`config.mk`:
```
export PLATFORM = sky130hd
export DESIGN_NAME = header_ram_fifo_flat
export DESIGN_NICKNAME = d
export VERILOG_FILES = /design/src/rtl/header_ram_fifo_pkg.sv /design/src/rtl/header_ram_fifo_if.sv /design/src/rtl/header_ram_fifo_ostage.sv /design/src/rtl/header_ram_fifo.sv /design/src/flat_wrapper.sv
export SDC_FILE = /design/constraint.sdc
export NUM_CORES = 1
export LEC_CHECK = 0
export BUFFER_PORTS_ARGS = -buffer_cell sky130_fd_sc_hd__buf_2
export CAP_MARGIN = 15
export CELL_PAD_IN_SITES_DETAIL_PLACEMENT = 1
export CELL_PAD_IN_SITES_GLOBAL_PLACEMENT = 1
export CORE_MARGIN = 2
export CORE_UTILIZATION = 40
export CTS_BUF_LIST = sky130_fd_sc_hd__clkbuf_16
export CTS_CLUSTER_SIZE = 16
export DETAILED_ROUTE_END_ITERATION = 10
export PLACE_DENSITY_LB_ADDON = 0.05
export SETUP_SLACK_MARGIN = 0.1
export SYNTH_ARGS = -nofsm -noshare
export SYNTH_HDL_FRONTEND = slang
export SYNTH_SLANG_ARGS = --single-unit
export TNS_END_PERCENT = 100
```
`constraint.sdc`:
```
create_clock -name clock -period 6.75 [get_ports clock]
set_clock_uncertainty 0.2 [all_clocks]
set_input_delay 1.6875 -clock clock [delete_from_list [all_inputs] [get_ports clock]]
set_output_delay 1.6875 -clock clock [all_outputs]
set_load 0.005 [all_outputs]
```
`src/rtl/header_ram_fifo_pkg.sv`:
```
// Shared sizing helpers for the header RAM FIFO controller and its output stage.
package header_ram_fifo_pkg;

    localparam int OCNT_W = 2;  // output-stage occupancy 0..2

    function automatic int fifo_depth(input int ram_adrb);
        return 1 << ram_adrb;
    endfunction

    // One extra MSB lets equal addresses mean either empty or full.
    function automatic int ptr_width(input int ram_adrb);
        return ram_adrb + 1;
    endfunction

endpackage

```
`src/rtl/header_ram_fifo_if.sv`:
```
// Bundle of writer, consumer and RAM-port signals around the header RAM FIFO.
interface header_ram_fifo_if
    import header_ram_fifo_pkg::*;
#(
    parameter int RAM_WIDTH = 9,
    parameter int RAM_ADRB  = 11
);
    logic                           flush;
    logic                           wr_en;
    logic [RAM_WIDTH-1:0]           wr_data;
    logic                           wr_full;
    logic                           wr_overflow;
    logic                           rd_valid;
    logic [RAM_WIDTH-1:0]           rd_data;
    logic                           rd_ready;
    logic [ptr_width(RAM_ADRB)-1:0] wr_count;
    logic                           empty;
    logic                           ram_wea;
    logic [RAM_ADRB-1:0]            ram_adra;
    logic [RAM_WIDTH-1:0]           ram_dataa;
    logic                           ram_enb;
    logic [RAM_ADRB-1:0]            ram_adrb;
    logic [RAM_WIDTH-1:0]           ram_datab;

    // The FIFO controller side.
    modport slave (
        input  flush, wr_en, wr_data, rd_ready, ram_datab,
        output wr_full, wr_overflow, rd_valid, rd_data, wr_count, empty,
               ram_wea, ram_adra, ram_dataa, ram_enb, ram_adrb
    );

    // The surrounding system: header builder, readout sequencer and RAM.
    modport master (
        output flush, wr_en, wr_data, rd_ready, ram_datab,
        input  wr_full, wr_overflow, rd_valid, rd_data, wr_count, empty,
               ram_wea, ram_adra, ram_dataa, ram_enb, ram_adrb
    );
endinterface

```
`src/rtl/header_ram_fifo_ostage.sv`:
```
// Two-entry head/skid output stage that absorbs the 1-cycle RAM read latency.
module header_ram_fifo_ostage
    import header_ram_fifo_pkg::*;
#(
    parameter int RAM_WIDTH = 9
) (
    input  logic                 clock,
    input  logic                 reset_n,
    input  logic                 clear,
    input  logic                 load,
    input  logic [RAM_WIDTH-1:0] load_data,
    input  logic                 pop,
    output logic [OCNT_W-1:0]    out_cnt,
    output logic                 rd_valid,
    output logic [RAM_WIDTH-1:0] rd_data
);
    logic [RAM_WIDTH-1:0] head_q, head_d, skid_q, skid_d;
    logic [OCNT_W-1:0]    cnt_q, cnt_d;

    // NOTE: every variable gets its hold value first so no path can infer a latch.
    always_comb begin
        head_d = head_q;
        skid_d = skid_q;
        cnt_d  = cnt_q;
        if (clear) begin
            head_d = '0;
            skid_d = '0;
            cnt_d  = '0;
        end else begin
            if (pop) begin
                if (cnt_q == 2'd2) head_d = skid_q;
                cnt_d = cnt_q - 2'd1;
            end
            // The fetch rule guarantees at most one entry remains when a load lands.
            if (load) begin
                if (cnt_d == 2'd0) head_d = load_data;
                else               skid_d = load_data;
                cnt_d = cnt_d + 2'd1;
            end
        end
    end

    // NOTE: sequential state uses nonblocking assignments only; these are plain
    // flops (not RAM), so they take a reset value.
    always_ff @(posedge clock or negedge reset_n) begin
        if (!reset_n) begin
            head_q <= '0;
            skid_q <= '0;
            cnt_q  <= '0;
        end else begin
            head_q <= head_d;
            skid_q <= skid_d;
            cnt_q  <= cnt_d;
        end
    end

    assign out_cnt  = cnt_q;
    assign rd_valid = (cnt_q != '0);
    assign rd_data  = head_q;
endmodule

```
`src/rtl/header_ram_fifo.sv`:
```
// Circular-buffer controller turning a dual-port header RAM into a FWFT valid/ready FIFO.
module header_ram_fifo
    import header_ram_fifo_pkg::*;
#(
    parameter int RAM_WIDTH = 9,
    parameter int RAM_ADRB  = 11
) (
    input  logic              clock,
    input  logic              reset_n,
    header_ram_fifo_if.slave  bus
);
    localparam int DEPTH = fifo_depth(RAM_ADRB);
    localparam int PW    = ptr_width(RAM_ADRB);

    typedef logic [PW-1:0] ptr_t;

    ptr_t                 wr_ptr_q, wr_ptr_d, rd_ptr_q, rd_ptr_d;
    ptr_t                 ram_words, wr_count;
    logic [RAM_ADRB-1:0]  adrb_q, adrb_d;
    logic                 inflight_q, inflight_d;
    logic                 ovf_q, ovf_d;
    logic [OCNT_W-1:0]    out_cnt;
    logic                 rd_valid;
    logic [RAM_WIDTH-1:0] rd_data;
    logic [2:0]           occ;
    logic                 full, accept, pop, fetch;

    assign ram_words = wr_ptr_q - rd_ptr_q;
    assign wr_count  = ram_words + ptr_t'(inflight_q) + ptr_t'(out_cnt);
    assign full      = (wr_count == ptr_t'(DEPTH));
    assign pop       = rd_valid & bus.rd_ready;

    // Full is judged on registered state, so a pop in the same cycle cannot free a slot.
    assign accept = reset_n & bus.wr_en & ~full & ~bus.flush;

    assign occ   = {1'b0, out_cnt} + {2'b0, inflight_q};
    assign fetch = ~bus.flush & (ram_words != '0) & (occ < (3'd2 + {2'b0, pop}));

    always_comb begin
        wr_ptr_d   = wr_ptr_q;
        rd_ptr_d   = rd_ptr_q;
        adrb_d     = adrb_q;
        inflight_d = 1'b0;
        ovf_d      = ovf_q;
        if (bus.flush) begin
            // Port B address is left alone; everything else returns to empty.
            wr_ptr_d = '0;
            rd_ptr_d = '0;
            ovf_d    = 1'b0;
        end else begin
            if (accept) wr_ptr_d = wr_ptr_q + ptr_t'(1);
            if (fetch) begin
                rd_ptr_d = rd_ptr_q + ptr_t'(1);
                adrb_d   = rd_ptr_q[RAM_ADRB-1:0];
            end
            inflight_d = fetch;
            if (bus.wr_en && full) ovf_d = 1'b1;
        end
    end

    always_ff @(posedge clock or negedge reset_n) begin
        if (!reset_n) begin
            wr_ptr_q   <= '0;
            rd_ptr_q   <= '0;
            adrb_q     <= '0;
            inflight_q <= 1'b0;
            ovf_q      <= 1'b0;
        end else begin
            wr_ptr_q   <= wr_ptr_d;
            rd_ptr_q   <= rd_ptr_d;
            adrb_q     <= adrb_d;
            inflight_q <= inflight_d;
            ovf_q      <= ovf_d;
        end
    end

    // A read issued just before a flush returns data that must not be captured.
    header_ram_fifo_ostage #(.RAM_WIDTH(RAM_WIDTH)) u_ostage (
        .clock     (clock),
        .reset_n   (reset_n),
        .clear     (bus.flush),
        .load      (inflight_q & ~bus.flush),
        .load_data (bus.ram_datab),
        .pop       (pop),
        .out_cnt   (out_cnt),
        .rd_valid  (rd_valid),
        .rd_data   (rd_data)
    );

    assign bus.wr_full     = full;
    assign bus.wr_overflow = ovf_q;
    assign bus.rd_valid    = rd_valid;
    assign bus.rd_data     = rd_data;
    assign bus.wr_count    = wr_count;
    assign bus.empty       = (wr_count == '0);
    assign bus.ram_wea     = accept;
    assign bus.ram_adra    = wr_ptr_q[RAM_ADRB-1:0];
    assign bus.ram_dataa   = bus.wr_data;
    assign bus.ram_enb     = fetch;
    assign bus.ram_adrb    = fetch ? rd_ptr_q[RAM_ADRB-1:0] : adrb_q;
endmodule

```
`src/flat_wrapper.sv`:
```
// flat-port wrapper written by rule: the top's interface ports become plain ports
module header_ram_fifo_flat import header_ram_fifo_pkg::*;
#(
    parameter int RAM_WIDTH = 9,
    parameter int RAM_ADRB  = 11
)
  (clock, reset_n, bus_flush, bus_wr_en, bus_wr_data, bus_rd_ready, bus_ram_datab, bus_wr_full, bus_wr_overflow, bus_rd_valid, bus_rd_data, bus_wr_count, bus_empty, bus_ram_wea, bus_ram_adra, bus_ram_dataa, bus_ram_enb, bus_ram_adrb);
  header_ram_fifo_if #(.RAM_WIDTH(RAM_WIDTH), .RAM_ADRB(RAM_ADRB)) bus_i ();
  input  logic clock;
  input  logic reset_n;
  input wire logic [$bits(bus_i.flush)-1:0] bus_flush;
  input wire logic [$bits(bus_i.wr_en)-1:0] bus_wr_en;
  input wire logic [$bits(bus_i.wr_data)-1:0] bus_wr_data;
  input wire logic [$bits(bus_i.rd_ready)-1:0] bus_rd_ready;
  input wire logic [$bits(bus_i.ram_datab)-1:0] bus_ram_datab;
  output wire logic [$bits(bus_i.wr_full)-1:0] bus_wr_full;
  output wire logic [$bits(bus_i.wr_overflow)-1:0] bus_wr_overflow;
  output wire logic [$bits(bus_i.rd_valid)-1:0] bus_rd_valid;
  output wire logic [$bits(bus_i.rd_data)-1:0] bus_rd_data;
  output wire logic [$bits(bus_i.wr_count)-1:0] bus_wr_count;
  output wire logic [$bits(bus_i.empty)-1:0] bus_empty;
  output wire logic [$bits(bus_i.ram_wea)-1:0] bus_ram_wea;
  output wire logic [$bits(bus_i.ram_adra)-1:0] bus_ram_adra;
  output wire logic [$bits(bus_i.ram_dataa)-1:0] bus_ram_dataa;
  output wire logic [$bits(bus_i.ram_enb)-1:0] bus_ram_enb;
  output wire logic [$bits(bus_i.ram_adrb)-1:0] bus_ram_adrb;
  assign bus_i.flush = bus_flush;
  assign bus_i.wr_en = bus_wr_en;
  assign bus_i.wr_data = bus_wr_data;
  assign bus_i.rd_ready = bus_rd_ready;
  assign bus_i.ram_datab = bus_ram_datab;
  assign bus_wr_full = bus_i.wr_full;
  assign bus_wr_overflow = bus_i.wr_overflow;
  assign bus_rd_valid = bus_i.rd_valid;
  assign bus_rd_data = bus_i.rd_data;
  assign bus_wr_count = bus_i.wr_count;
  assign bus_empty = bus_i.empty;
  assign bus_ram_wea = bus_i.ram_wea;
  assign bus_ram_adra = bus_i.ram_adra;
  assign bus_ram_dataa = bus_i.ram_dataa;
  assign bus_ram_enb = bus_i.ram_enb;
  assign bus_ram_adrb = bus_i.ram_adrb;
  header_ram_fifo #(.RAM_WIDTH(RAM_WIDTH), .RAM_ADRB(RAM_ADRB)) u_core (.clock(clock), .reset_n(reset_n), .bus(bus_i));
endmodule
```
# Word level (Yosys, flattened, before mapping)
# Cells that the tools add are included.
# word_totals
register_bits	57
latchBits	0
ram_bits	0
rom_bits	0
inputBits	23
output_inout_bits	58
elab_cells	60
mem_count	0
# classes
addsub	9
multipliers	0
div_mod_pow	0
order_cmp	1
n_eq_ne	3
shift	0
muxes	20
n_bitwise	9
reduce_logical	10
# ops
op	count
two-way mux 9 bit	8
two-way mux 12 bit	4
adder 12 x 1 -> 12 bit, second input constant	2
adder 12 x 1 -> 12 bit	1
adder 12 x 2 -> 12 bit	1
equality test 12 bit, second input constant	1
zero test 12 bit	1
nonzero test 12 bit	1
subtractor 12 bit	1
two-way mux 11 bit	1
nonzero test 2 bit	5
two-way mux 2 bit	4
bitwise AND 1 bit	7
adder 2 x 1 -> 3 bit	1
adder 2 x 1 -> 3 bit, first input constant	1
less-than comparator 3 bit	1
two-way mux 1 bit	3
adder 2 x 1 -> 2 bit, second input constant	1
equality test 2 bit, second input constant	1
zero test 2 bit	1
!= test 2 bit, second input constant	1
NOT 1 bit	2
AND reduction 2 bit	1
subtractor 2 x 1 -> 2 bit, second input constant	1
logical AND 1 bit	1

# Longest topological paths before layout
# depth
word_depth	9
mapped_depth	17

# Cells and area by module
# A second synthesis with hierarchy kept.
# hier_totals
cells_unflattened	497
hier_area_um2	4230.3
# modules_own_cells
module	instances	cells_per_inst	area_per_inst_um2	seq_area_each_um2
header_ram_fifo	1	386	3161.8	925.9
header_ram_fifo_ostage	1	111	1068.5	500.5

# Worst setup path before layout
# Ideal clock, no wire load.
# synth_path
path_type	register to output
start	register u_core.wr_ptr_q[0]
end	output bus_ram_wea
arrival_ns	3.435
t_required_ns	4.862
setup_slack_ns	1.428
stages_incl_launch_ff	16
n_path_buf	2
path_cell_list	dfrtp_1 > inv_1 > ha_1 > inv_1 > fa_1 > inv_1 > fa_1 > nor2_1 > and3_1 > nand3_2 > xnor2_1 > or4_4 > o311ai_4 > buf_6 > buf_6 > nor2_1
# synth_between
elab_chain_cells	7
# synth_lines
item	line	source
start: declaration	header_ram_fifo.sv:17	ptr_t wr_ptr_q, wr_ptr_d, rd_ptr_q, rd_ptr_d;
start signal: assignment	header_ram_fifo.sv:69	wr_ptr_q <= wr_ptr_d;
subtractor 12 bit	header_ram_fifo.sv:28	assign ram_words = wr_ptr_q - rd_ptr_q;
adder 12 x 1 -> 12 bit	header_ram_fifo.sv:29	assign wr_count = ram_words + ptr_t'(inflight_q) + ptr_t'(out_cnt);
adder 12 x 2 -> 12 bit	header_ram_fifo.sv:29	
named net bus_wr_count[8]	flat_wrapper.sv:20	output wire logic [$bits(bus_i.wr_count)-1:0] bus_wr_count;
equality test 12 bit	header_ram_fifo.sv:30	assign full = (wr_count == ptr_t'(DEPTH));
NOT 1 bit	header_ram_fifo.sv:34	assign accept = reset_n & bus.wr_en & ~full & ~bus.flush;
bitwise AND 1 bit (2 in a row)	header_ram_fifo.sv:34	
end: declaration	flat_wrapper.sv:22	output wire logic [$bits(bus_i.ram_wea)-1:0] bus_ram_wea;
# The timed path passes the listed nets, and every way through them passes these cells.

# Worst setup path after layout
# layout_path
start	register u_core.wr_ptr_q[0]
end	output bus_ram_adrb[7]
# layout_between
elab_chain_cells	5
# layout_lines
item	line	source
subtractor 12 bit	header_ram_fifo.sv:28	
nonzero test 12 bit	header_ram_fifo.sv:37	assign fetch = ~bus.flush & (ram_words != '0) & (occ < (3'd2 + {2'b0, pop}));
bitwise AND 1 bit (2 in a row)	header_ram_fifo.sv:37	
two-way mux 11 bit	header_ram_fifo.sv:100	assign bus.ram_adrb = fetch ? rd_ptr_q[RAM_ADRB-1:0] : adrb_q;
end: declaration	flat_wrapper.sv:26	output wire logic [$bits(bus_i.ram_adrb)-1:0] bus_ram_adrb;
# Every way passes these cells.

==> results.yml <==
power_and_ir_drop:
  peakVddDrop_v: 0.000123
  power_density_nw_per_um2: 352
  p_leak_nw: 2.26
grt:
  grt_max_degree: 58
  grt_pass1_wl_um: 17900
  overflow: 0
  antenna_found_initial: 0
  grt_pass1_vias: 3398
  grt_usage: 0.206
critical_path:
  r2r-start: "u_core.wr_ptr_q[0]"
  slowest_delay_ns: 0.71
  required_ns: 4.86
  start_kind: "flip-flop"
  path_common_cell: "inv_1"
  crit_buf_inv: 3
  crit_type: "flip-flop to output port"
  cp_cell_sequence: "inv_1, ha_1, inv_1, fa_1, a21o_2, a21oi_1, xnor2_1, or4b_2, nor4_1, a31oi_4, mux2_2, buf_2"
  worst_setup_path_end_kind: "output port"
  crit_family: "simple AND/OR/NAND/NOR gates"
  reg2reg_depth: 14
  r2r-end: "u_core.rd_ptr_q[10]"
  reg2reg_slack_ns: 2.15
  worst_ep_arrival_time_ns: 4.36
  crit_slowest_cell: "or4b_2"
  crit_fanout: 30
floorplanning:
  coreArea_um2: 9820
  fp.dieArea_um2: 11000
  die_h_um: 105
  rows: 36
  start_util: 0.413
  ios: 81
  die_x_um: 105
synthesis:
  syn_inst: 440
  async_flop_share: 1.00
  synth_compound_area_frac: 0.138
  synth_edf_count: 0
  synth_area_per_cell_um2: 9.22
  muxShareOfSynthArea: 0.0956
  syn-num-nets: 485
  netlist_top_cells_count: "57 x dfrtp_1, 46 x nor2_1, 45 x nand2_1"
  yosys.area.top_type_share: 0.352
  yosysMostFrequentCell: "dfrtp_1"
  synthSimpleGateAreaFrac: 0.192
  synthAdderAreaFrac: 0.0734
  synthTopCellsByArea: "dfrtp_1 35%, mux2_2 6.1%, ha_1 5.9%, nor2_1 4.3%, nand2_1 4.2%"
  syn_area_um2: 4060
  synth_xor_area_frac: 0.0703
  synth.largest_area_cell: "dfrtp_1"
  synth_seq_cells: 57
  synth_top_family_by_area: "simple AND/OR/NAND/NOR gates"
  ys_seq_area_frac: 0.352
  yosys_most_used_dff: "dfrtp_1"
  synth_warnings: 0
  yosysUniqueCellTypes: 63
sta:
  timing.final.ws_setup_ns: 0.507
  hold_viol_final: 0
  fin_crit_ns: 6.24
  whs_ns: 0.290
  final.setup.tns_ns: 0
  maxClockFrequency_mhz: 160
  relSlewSlack: 0.350
  min_period_over_period: 0.925
  rsz0062_at_grt: "no"
  maxSlewViolCount: 0
  worstMarginPinSlew_ns: 0.975
  setup-violations-final: 0
worst_hold_path:
  min_from: "u_core.bus.wr_overflow"
  whs_path_depth: 2
  hp-class: "flip-flop to flip-flop"
  worstHoldEndpoint: "u_core.bus.wr_overflow"
cts:
  cts_root_buf: "clkbuf_16"
  clock-sinks: 57
  worstSkewPairLatency_ns: 0.32
  path_clk_slew_ns: 0.05
  postCtsSetupBuffers: 0
  htree_levels: 3
  cts_tree: "yes"
  cts-resized-gates: 0
  ctsHoldBuffers: 0
  cts_max_path_buffers: 2
  tritoncts.num_buffers: 9
drt:
  drc: 0
  via_per_inst: 5.40
  ant_nets: 0
  wl_per_cell_um: 17.4
  first_pass_iters: 4
  num_vias: 3353
  drt_iter0_drc: 83
  routed_wl_um: 10800
layout:
  regArea_um2: 1430
  final_nets: 528
  multiInputGateArea_um2: 2330
  antenna_cells: 0
  n_fill_cell: 1194
  area_growth_pct: 14.4
  layout-drive-gt1-share: 0.256
status:
  status: "finished clean"
placed_design:
  gp_congestion: 0.881
  place_ws_ns: 0.893
  portBuffers: 62
  post-dp-hpwl_um: 7990
job:
  max_cap_violations: 0
[power by group]
group | internal, W | switching (W) | leakage, nW
combinational | 0.000324 | 0.000445 | 1.33
clock | 0.000282 | 0.000159 | 0.150
sequential | 0.000389 | 0.0000355 | 0.782
total | 0.000994 | 0.000640 | 2.26
[registers in the layout, summed over array words and instances (netlist names)]
register                 cells
u_core.rd_ptr_q             12
u_core.wr_ptr_q             12
u_core.adrb_q               11
u_core.u_ostage.rd_data      9
u_core.u_ostage.skid_q       9
u_core.u_ostage.out_cnt      2
u_core.bus.wr_overflow       1
u_core.inflight_q            1
[cell usage in the layout (no fill, tap or decap), drive strengths merged, types with 6 or more instances in the layout]
master  Yosys  layout
nor2       46      46
xor2        9       9
a211oi     11      11
ha         19      19
o21ai      11      11
clkbuf      7       9
nand3      15      15
nand2      45      45
nor3        9       9
mux2       24      24
buf        27      66
dfrtp      57      57
inv        25      26
and3        7       7
a21oi      31      31
mux2i      11      11
nand4       6       6
xnor2      21      21
[per-layer routing]
layer  part of all wire  track usage
met1               0.46        0.276
met5                  0            0
met3              0.042       0.0424
met2               0.48        0.337
met4              0.015       0.0581
[how the worst max path moves through the flow]
stage	from	endpoint	slack (ns)	cells past startpoint
2_1_floorplan	u_core.wr_ptr_q[0]	bus_ram_wea	1.43	15
3_3_place_gp	u_core.rd_ptr_q[0]	bus_ram_wea	0.95	14
3_5_place_dp	u_core.rd_ptr_q[0]	bus_ram_adrb[0]	0.89	11
4_1_cts	u_core.wr_ptr_q[0]	bus_ram_adrb[6]	0.50	12
5_1_grt	u_core.wr_ptr_q[0]	bus_ram_adrb[3]	0.20	12
6_report	u_core.wr_ptr_q[0]	bus_ram_adrb[7]	0.51	12
[area by class of cell]
cell class | count | area share
well taps | 133 | 0.0359
clock buffers | 9 | 0.0485
inverters | 25 | 0.0202
repair buffers | 66 | 0.0733
flip-flops and latches | 57 | 0.307
clock inverters | 7 | 0.0135
multi-input cells | 324 | 0.501
[worst register-to-register path: cells and delay by family, from the launching register on]
family          cells  cell delay, ns
compound gates      3            0.90
xor+xnor            2            0.34
fa+ha+maj           2            0.58
buf+inv             2            0.18
flops               1            0.41
simple gates        5            1.86
[metrics by stage]
stage	std cells	utilization	power (W)	instance area [um2]
final	621	0.473	0.00163	4640
after floorplan	440	-	0.000955	4060
after global placement	605	0.443	0.00119	4350
after CTS	621	0.473	0.00166	4640
after global routing	621	0.473	0.00175	4640
after detailed placement	605	0.443	0.00121	4350
[kinds of logic after synthesis]
group	after synthesis
AOI/OAI and AO/OA	80
DFF	57
xor gates and xnor gates	30
muxes	35
buffers and inverters	59
adders and majority gates	22
and+or+nand+nor	157
No activity file was read; power rests on OpenSTA's default activity.
